**config.mk**
```make
export PLATFORM = sky130hd
export DESIGN_NAME = mips_exec_decode
export DESIGN_NICKNAME = d
export VERILOG_FILES = /design/src/rtl/mips_exec_decode.sv
export SDC_FILE = /design/constraint.sdc
export NUM_CORES = 1
export LEC_CHECK = 0
export ABC_AREA = 1
export CAP_MARGIN = 20
export CORE_ASPECT_RATIO = 1.75
export CORE_MARGIN = 5
export CORE_UTILIZATION = 45
export CTS_BUF_LIST = sky130_fd_sc_hd__clkbuf_2
export CTS_CLUSTER_SIZE = 8
export DETAILED_ROUTE_END_ITERATION = 10
export GPL_ROUTABILITY_DRIVEN = 0
export PLACE_DENSITY_LB_ADDON = 0.15
export SYNTH_ARGS = -nofsm -noshare
export SYNTH_HDL_FRONTEND = slang
export SYNTH_SLANG_ARGS = --single-unit
```
**constraint.sdc**
```tcl
create_clock -name clk -period 0.8 [get_ports clk]
set_input_delay 0.08 -clock clk [delete_from_list [all_inputs] [get_ports clk]]
set_output_delay 0.08 -clock clk [all_outputs]
set_load 0.005 [all_outputs]
```
**src/rtl/mips_exec_decode.sv**
```systemverilog
// Single-cycle MIPS decode/execute slice: main control, ALU control and 32-bit ALU, all registered.
// Optional SLL/SRL support is enabled by defining MIPS_EXEC_SHIFT_EN.
module mips_exec_decode #(
    parameter int unsigned DATA_W = 32
) (
    input  logic              clk,
    input  logic              rst,
    input  logic              in_valid,
    input  logic [31:0]       instr,
    input  logic [DATA_W-1:0] rs_data,
    input  logic [DATA_W-1:0] rt_data,
    output logic              out_valid,
    output logic [DATA_W-1:0] result,
    output logic              zero,
    output logic              reg_dst,
    output logic              branch,
    output logic              mem_read,
    output logic              mem_to_reg,
    output logic              mem_write,
    output logic              alu_src,
    output logic              reg_write,
    output logic              jump,
    output logic [1:0]        alu_op,
    output logic [3:0]        alu_ctrl,
    output logic              illegal
);

    localparam logic [5:0] OpRtype = 6'b000000;
    localparam logic [5:0] OpLw    = 6'b100011;
    localparam logic [5:0] OpSw    = 6'b101011;
    localparam logic [5:0] OpBeq   = 6'b000100;
    localparam logic [5:0] OpAddi  = 6'b001000;
    localparam logic [5:0] OpJ     = 6'b000010;

    localparam logic [5:0] FnAdd = 6'b100000;
    localparam logic [5:0] FnSub = 6'b100010;
    localparam logic [5:0] FnAnd = 6'b100100;
    localparam logic [5:0] FnOr  = 6'b100101;
    localparam logic [5:0] FnSlt = 6'b101010;
    localparam logic [5:0] FnNor = 6'b100111;
`ifdef MIPS_EXEC_SHIFT_EN
    localparam logic [5:0] FnSll = 6'b000000;
    localparam logic [5:0] FnSrl = 6'b000010;
`endif

    localparam logic [3:0] AluAnd = 4'b0000;
    localparam logic [3:0] AluOr  = 4'b0001;
    localparam logic [3:0] AluAdd = 4'b0010;
    localparam logic [3:0] AluSub = 4'b0110;
    localparam logic [3:0] AluSlt = 4'b0111;
    localparam logic [3:0] AluSll = 4'b1000;
    localparam logic [3:0] AluSrl = 4'b1001;
    localparam logic [3:0] AluNor = 4'b1100;
    localparam logic [3:0] AluBad = 4'b1111;

    logic [5:0] opcode;
    logic [5:0] funct;
    logic [4:0] shamt;
    logic       unused_instr;

    assign opcode       = instr[31:26];
    assign funct        = instr[5:0];
    assign shamt        = instr[10:6];
    assign unused_instr = ^{instr[25:11], shamt};

    logic       reg_dst_d, branch_d, mem_read_d, mem_to_reg_d;
    logic       mem_write_d, alu_src_d, reg_write_d, jump_d;
    logic [1:0] alu_op_d;
    logic       bad_op_d;

    always_comb begin
        reg_dst_d    = 1'b0;
        branch_d     = 1'b0;
        mem_read_d   = 1'b0;
        mem_to_reg_d = 1'b0;
        mem_write_d  = 1'b0;
        alu_src_d    = 1'b0;
        reg_write_d  = 1'b0;
        jump_d       = 1'b0;
        alu_op_d     = 2'b00;
        bad_op_d     = 1'b0;
        case (opcode)
            OpRtype: begin
                reg_dst_d   = 1'b1;
                reg_write_d = 1'b1;
                alu_op_d    = 2'b10;
            end
            OpLw: begin
                alu_src_d    = 1'b1;
                mem_to_reg_d = 1'b1;
                reg_write_d  = 1'b1;
                mem_read_d   = 1'b1;
            end
            OpSw: begin
                alu_src_d   = 1'b1;
                mem_write_d = 1'b1;
            end
            OpBeq: begin
                branch_d = 1'b1;
                alu_op_d = 2'b01;
            end
            OpAddi: begin
                alu_src_d   = 1'b1;
                reg_write_d = 1'b1;
            end
            OpJ:     jump_d   = 1'b1;
            default: bad_op_d = 1'b1;
        endcase
    end

    logic [3:0] alu_ctrl_d;
    logic       bad_fn_d;

    always_comb begin
        alu_ctrl_d = AluAdd;
        bad_fn_d   = 1'b0;
        case (alu_op_d)
            2'b01: alu_ctrl_d = AluSub;
            2'b10: begin
                case (funct)
                    FnAdd: alu_ctrl_d = AluAdd;
                    FnSub: alu_ctrl_d = AluSub;
                    FnAnd: alu_ctrl_d = AluAnd;
                    FnOr:  alu_ctrl_d = AluOr;
                    FnSlt: alu_ctrl_d = AluSlt;
                    FnNor: alu_ctrl_d = AluNor;
`ifdef MIPS_EXEC_SHIFT_EN
                    FnSll: alu_ctrl_d = AluSll;
                    FnSrl: alu_ctrl_d = AluSrl;
`endif
                    default: begin
                        alu_ctrl_d = AluBad;
                        bad_fn_d   = 1'b1;
                    end
                endcase
            end
            // 2'b00 and the never-produced 2'b11 both select ADD
            default: alu_ctrl_d = AluAdd;
        endcase
    end

    logic [DATA_W-1:0] op_a, op_b, imm_ext;
    logic [DATA_W-1:0] result_d;
    logic              slt_d;

    assign imm_ext = {{(DATA_W-16){instr[15]}}, instr[15:0]};
    assign op_a    = rs_data;
    assign op_b    = alu_src_d ? imm_ext : rt_data;
    assign slt_d   = $signed(op_a) < $signed(op_b);

    always_comb begin
        result_d = '0;
        case (alu_ctrl_d)
            AluAdd: result_d = op_a + op_b;
            AluSub: result_d = op_a - op_b;
            AluAnd: result_d = op_a & op_b;
            AluOr:  result_d = op_a | op_b;
            AluSlt: result_d = {{(DATA_W-1){1'b0}}, slt_d};
            AluNor: result_d = ~(op_a | op_b);
`ifdef MIPS_EXEC_SHIFT_EN
            // Shifts act on rt only; rs is ignored
            AluSll: result_d = rt_data << shamt;
            AluSrl: result_d = rt_data >> shamt;
`else
            AluSll, AluSrl: result_d = '0;
`endif
            default: result_d = '0;
        endcase
    end

    always_ff @(posedge clk or negedge rst) begin
        if (!rst) begin
            out_valid  <= 1'b0;
            result     <= '0;
            zero       <= 1'b0;
            reg_dst    <= 1'b0;
            branch     <= 1'b0;
            mem_read   <= 1'b0;
            mem_to_reg <= 1'b0;
            mem_write  <= 1'b0;
            alu_src    <= 1'b0;
            reg_write  <= 1'b0;
            jump       <= 1'b0;
            alu_op     <= 2'b00;
            alu_ctrl   <= 4'b0000;
            illegal    <= 1'b0;
        end else begin
            out_valid  <= in_valid;
            result     <= result_d;
            zero       <= (result_d == '0);
            reg_dst    <= reg_dst_d;
            branch     <= branch_d;
            mem_read   <= mem_read_d;
            mem_to_reg <= mem_to_reg_d;
            mem_write  <= mem_write_d;
            alu_src    <= alu_src_d;
            reg_write  <= reg_write_d;
            jump       <= jump_d;
            alu_op     <= alu_op_d;
            alu_ctrl   <= alu_ctrl_d;
            illegal    <= bad_op_d | bad_fn_d;
        end
    end

endmodule

```
==> results.ini, run 1 <==
[logic_synthesis]
synth_top_cell_by_area=nand2_1
synth_top_family_by_area=simple AND/OR/NAND/NOR gates
synthSimpleGateAreaFrac_pct=45.3
yosys-top-cells-area=nand2_1, ha_1, inv_1
ys_ff_latch=47
ys.flop_type=dfrtp_1
synth_fa_ha_area_share_pct=15.1
synth_edf_count=0
synthMuxAreaShare_pct=0
ys_seq_area_share_pct=13.4
syn_inst=1607
ys_async_sr_fraction_pct=100
yosys_warnings=0
synth.distinct_cells=41
synth_xor_xnor_area_share_pct=2.20
synth_compound_area_share_pct=6.50
yosys.area.top_type_share_pct=22.6
syn_area_um2=8740
syn-num-nets=1810
avgSynthCellArea_um2=5.44

[clock_network]
cts_sinks=47
cts-root-buf=clkbuf_2
cts_buffer_depth=2
cts_buffers=5
cts_max_level=2

[floorplanning]
floorplan.initialDensity_pct=45.8
die_y_um=194
io_pins=148
die_w_um=115
rows=67

[status]
error_line=[ERROR GRT-0232] Routing congestion too high. Check the congestion heatmap in the GUI.
stop_stage=5_1_grt
status=did not finish

[placement]
port_buffers=137
dpl.hpwl_mm=32.4
dp.cells=2312

[global_routing]
globalRouteTotalUtil_pct=58.0
grt_overflow=100
grt_max_degree=48

[sta]
endpoint_type=register input
worst_endpoint=zero$_DFF_PN0_/D

==> per-stage QoR <==
step                      util (%)  hold WS, ps  worst slack [ps]  cell area [µm²]
after floorplan                  -         -216             -1910             9140
after global placement        70.1         65.7             -3320            13400
after detailed placement      70.1         85.8             -3420            13400
after CTS                     78.9        -49.2             -2090            15100
==> synthesized netlist by cell type (5+ instances only) <==
cell,number
nor3_1,25
nor2_1,182
ha_1,102
nand4_1,13
nand2_2,5
nand3_1,173
dfrtp_1,47
o21bai_1,6
inv_1,318
clkbuf_1,8
o21ai_0,50
xor2_1,22
buf_6,8
a21oi_1,43
buf_2,33
inv_2,5
nand2_1,526
==> routing by layer <==
layer	overflow	track usage, %
met4	40	59.4
met1	1	55.9
met2	56	78.8
met5	0	8.05
met3	3	37.1
==> cell families after synthesis <==
kind of cell,count (synthesis)
buffers and inverters,377
AO/OA/AOI/OAI,106
adder cells (fa/ha/maj),104
XOR/XNOR,22
flip-flops,47
AND/OR/NAND/NOR,951
==> timing repair <==
action                                  in CTS
gates resized for setup                    450
hold endpoints to repair                    50
gates cloned                                 4
pin swaps                                  123
setup buffers                               57
hold buffers                                 1
endpoints found under the setup margin      93
==> inputs of run 2 (changes only) <==
--- a/config.mk
+++ b/config.mk
@@ -7,11 +7,8 @@
 export LEC_CHECK = 0
 export ABC_AREA = 1
 export CAP_MARGIN = 20
-export CORE_ASPECT_RATIO = 1.75
 export CORE_MARGIN = 5
-export CORE_UTILIZATION = 45
-export CTS_BUF_LIST = sky130_fd_sc_hd__clkbuf_2
-export CTS_CLUSTER_SIZE = 8
+export CORE_UTILIZATION = 30
 export DETAILED_ROUTE_END_ITERATION = 10
 export GPL_ROUTABILITY_DRIVEN = 0
 export PLACE_DENSITY_LB_ADDON = 0.15
==> run 2 against run 1 <==
  * The flow now finishes, with violations (negative setup slack)
  * Area after synthesis did not move
  * Synthesized cell count unchanged
==> results.ini, run 2 <==
[sta]
worst_slew_pin_slew_ps=461
final-hold-violation-count=0
setup_viol_count_final=91
rsz0062_at_grt=true
period_share_pct=387
worst_slack_ps=-2300
fmax_mhz=323
max_slew_margin_pct=69.1
whs_ps=90.4
finalCriticalPeriod_ps=3100
slew_violations=0

[cells_and_area]
largest_register_ffs=32
antenna_cells=0
area_growth_pct=82.5
largest-register=result
fillers=2793
final_nets=2325
drive_above_1_share_pct=43.5
final_cells=2507
reg_top3=result (32), alu_ctrl (4)
post-route-util_pct=55.4
most-common-layout-cells=nand2_1, buf_4, inv_1
layout_commonest_cell=nand2_1

[clock_network]
cts-root-buf=clkbuf_16  ; was clkbuf_2
cts_max_level=2  ; unchanged
cts_buffers=5  ; unchanged
cts_buffer_depth=2  ; unchanged
clk_pin_slew_ps=60
cts_tree=built
cts_sinks=47  ; unchanged

[hold_path]
hold_class=in -> reg
whs_path_depth=3

[logic_synthesis]
ys_ff_latch=47  ; unchanged
synth_fa_ha_area_share_pct=15.1  ; unchanged
syn-num-nets=1810  ; unchanged
synthSimpleGateAreaFrac_pct=45.3  ; unchanged
ys_async_sr_fraction_pct=100  ; unchanged
avgSynthCellArea_um2=5.44  ; unchanged
synth_top_cell_by_area=nand2_1  ; unchanged
synth_top_family_by_area=simple AND/OR/NAND/NOR gates  ; unchanged
yosys-top-cells-count=nand2_1, inv_1, nor2_1  ; unchanged
syn_inst=1607  ; unchanged
synth.distinct_cells=41  ; unchanged
synthMostInstantiatedCell=nand2_1  ; unchanged
yosys.area.top_type_share_pct=22.6  ; unchanged
synth_xor_xnor_area_share_pct=2.20  ; unchanged
ys.flop_type=dfrtp_1  ; unchanged
synthMuxAreaShare_pct=0  ; unchanged
syn_area_um2=8740  ; unchanged
ys_seq_area_share_pct=13.4  ; unchanged
yosys_warnings=0  ; unchanged
yosys-top-cells-area=nand2_1, ha_1, inv_1  ; unchanged
synth_edf_count=0  ; unchanged
synth_compound_area_share_pct=6.50  ; unchanged

[setup_path]
start_kind=input port
cp_slowest_cell=nand3b_1
path_class=in -> reg
cp_common_cell=nand2_1
required_ps=1010
cp_max_fo=7
max_stage_delay_ps=230
cp-end-kind=register
arrival_ps=3310

[status]
status=finished with violations  ; was did not finish
violations=negative setup slack

[power_and_ir_drop]
p_leak_uw=0.00859
irDropWorstVdd_v=0.000821
power_uw=17300
p_per_area_nw_per_um2=1080

[global_routing]
grt_overflow=0
grt_max_degree=48
grt_pass1_wl_mm=60.5
globalRouteTotalUtil_pct=23.0
antenna_found_initial=1
grt_pass1_vias=11449

[placement]
dpl.hpwl_mm=31.4  ; was 32.4 mm
pre_cts_slack_ps=-3290  ; was -3420 ps
port_buffers=137  ; unchanged
dp.cells=2436  ; was 2312

[route]
drt-total-wl_mm=39.8
routed.top_layer=met5
route.met3.wl_mm=3.03
route.detailed.drc=0
viasPerCell=4.69
vias=11760
drt_iter0_drc=821
wl_met1_mm=18.0
wl_met2_mm=17.6
drt-pass1-iter-count=7
wl_per_cell_um=15.9
drtAntennaViolNets=0

[job]
cap_violations=0

[floorplanning]
io_pins=148  ; unchanged
die_y_um=181  ; was 194 µm
rows=62  ; was 67
die-area_um2=32700
floorplan.initialDensity_pct=30.4  ; was 45.8%
coreArea_um2=28800
die_w_um=181  ; was 115 µm

==> run 2: cell counts after synthesis <==
Identical to the previous run, type by type.
==> run 2: logic make-up (layout without fill, tap and decap cells) <==
kind of cell / Yosys count / after routing
AO/OA/AOI/OAI: 106 / 106
XOR/XNOR: 22 / 22
adder cells (fa/ha/maj): 104 / 104
buffers and inverters: 377 / 893
flip-flops: 47 / 47
AND/OR/NAND/NOR: 951 / 951
==> run 2: worst paths after layout <==
path,from,to,slack (ps)
setup / recovery,instr[30],zero,-2300
hold / removal,instr[26],jump,90
max in group asynchronous,rst,result[29],280
min in group asynchronous,rst,result[2],290
==> run 2: repair_timing <==
action / CTS / global route
pin swaps: 79 / 105
hold buffers: 1 / 0
gates resized for setup: 559 / 213
cloned: 3 / 0
endpoints found under the hold margin: 47 / 0
setup endpoints to repair: 95 / 93
setup buffers: 45 / 30
==> run 2: metrics by stage <==
stage | instance area (µm²) | TNS [ps]
5_1_grt | 16000 | -76310
6_report | 16000 | -69010
2_1_floorplan | 9140 | -53500
3_3_place_gp | 13500 | -107340
4_1_cts | 15100 | -69830
3_5_place_dp | 13500 | -107860
==> run 2: per-layer routing <==
metal / global-route usage, % / vias up
met3: 3.36 / 82
li1: - / 5899
met4: 7.14 / 2
met5: 0 / -
met1: 32.5 / 5359
met2: 36.3 / 418
==> run 2: report_power, final <==
part	internal (µW)	leakage (µW)	switching [µW]
sequential	2740	0.000569	92.3
clock	1570	0.0000875	867
combinational	5670	0.00793	6320
==> run 2: final cells by class <==
type,instances,area [µm²],area share (%)
inverter,325,1240,7.77
tap,384,480,3.01
multi-input combinational,1183,8140,51.0
timing repair buffer,560,4740,29.7
clock buffer,6,139,0.870
sequential,47,1180,7.37
clock inverter,2,38.8,0.243
==> run 2: critical path, delay by kind of cell <==
| kind | cells | cell delay, ps |
|---|---|---|
| simple gates | 20 | 2170 |
| buf+inv | 7 | 760 |
| compound gates | 1 | 60 |
| fa+ha+maj | 1 | 220 |
Power figures use the tool's default switching activity.
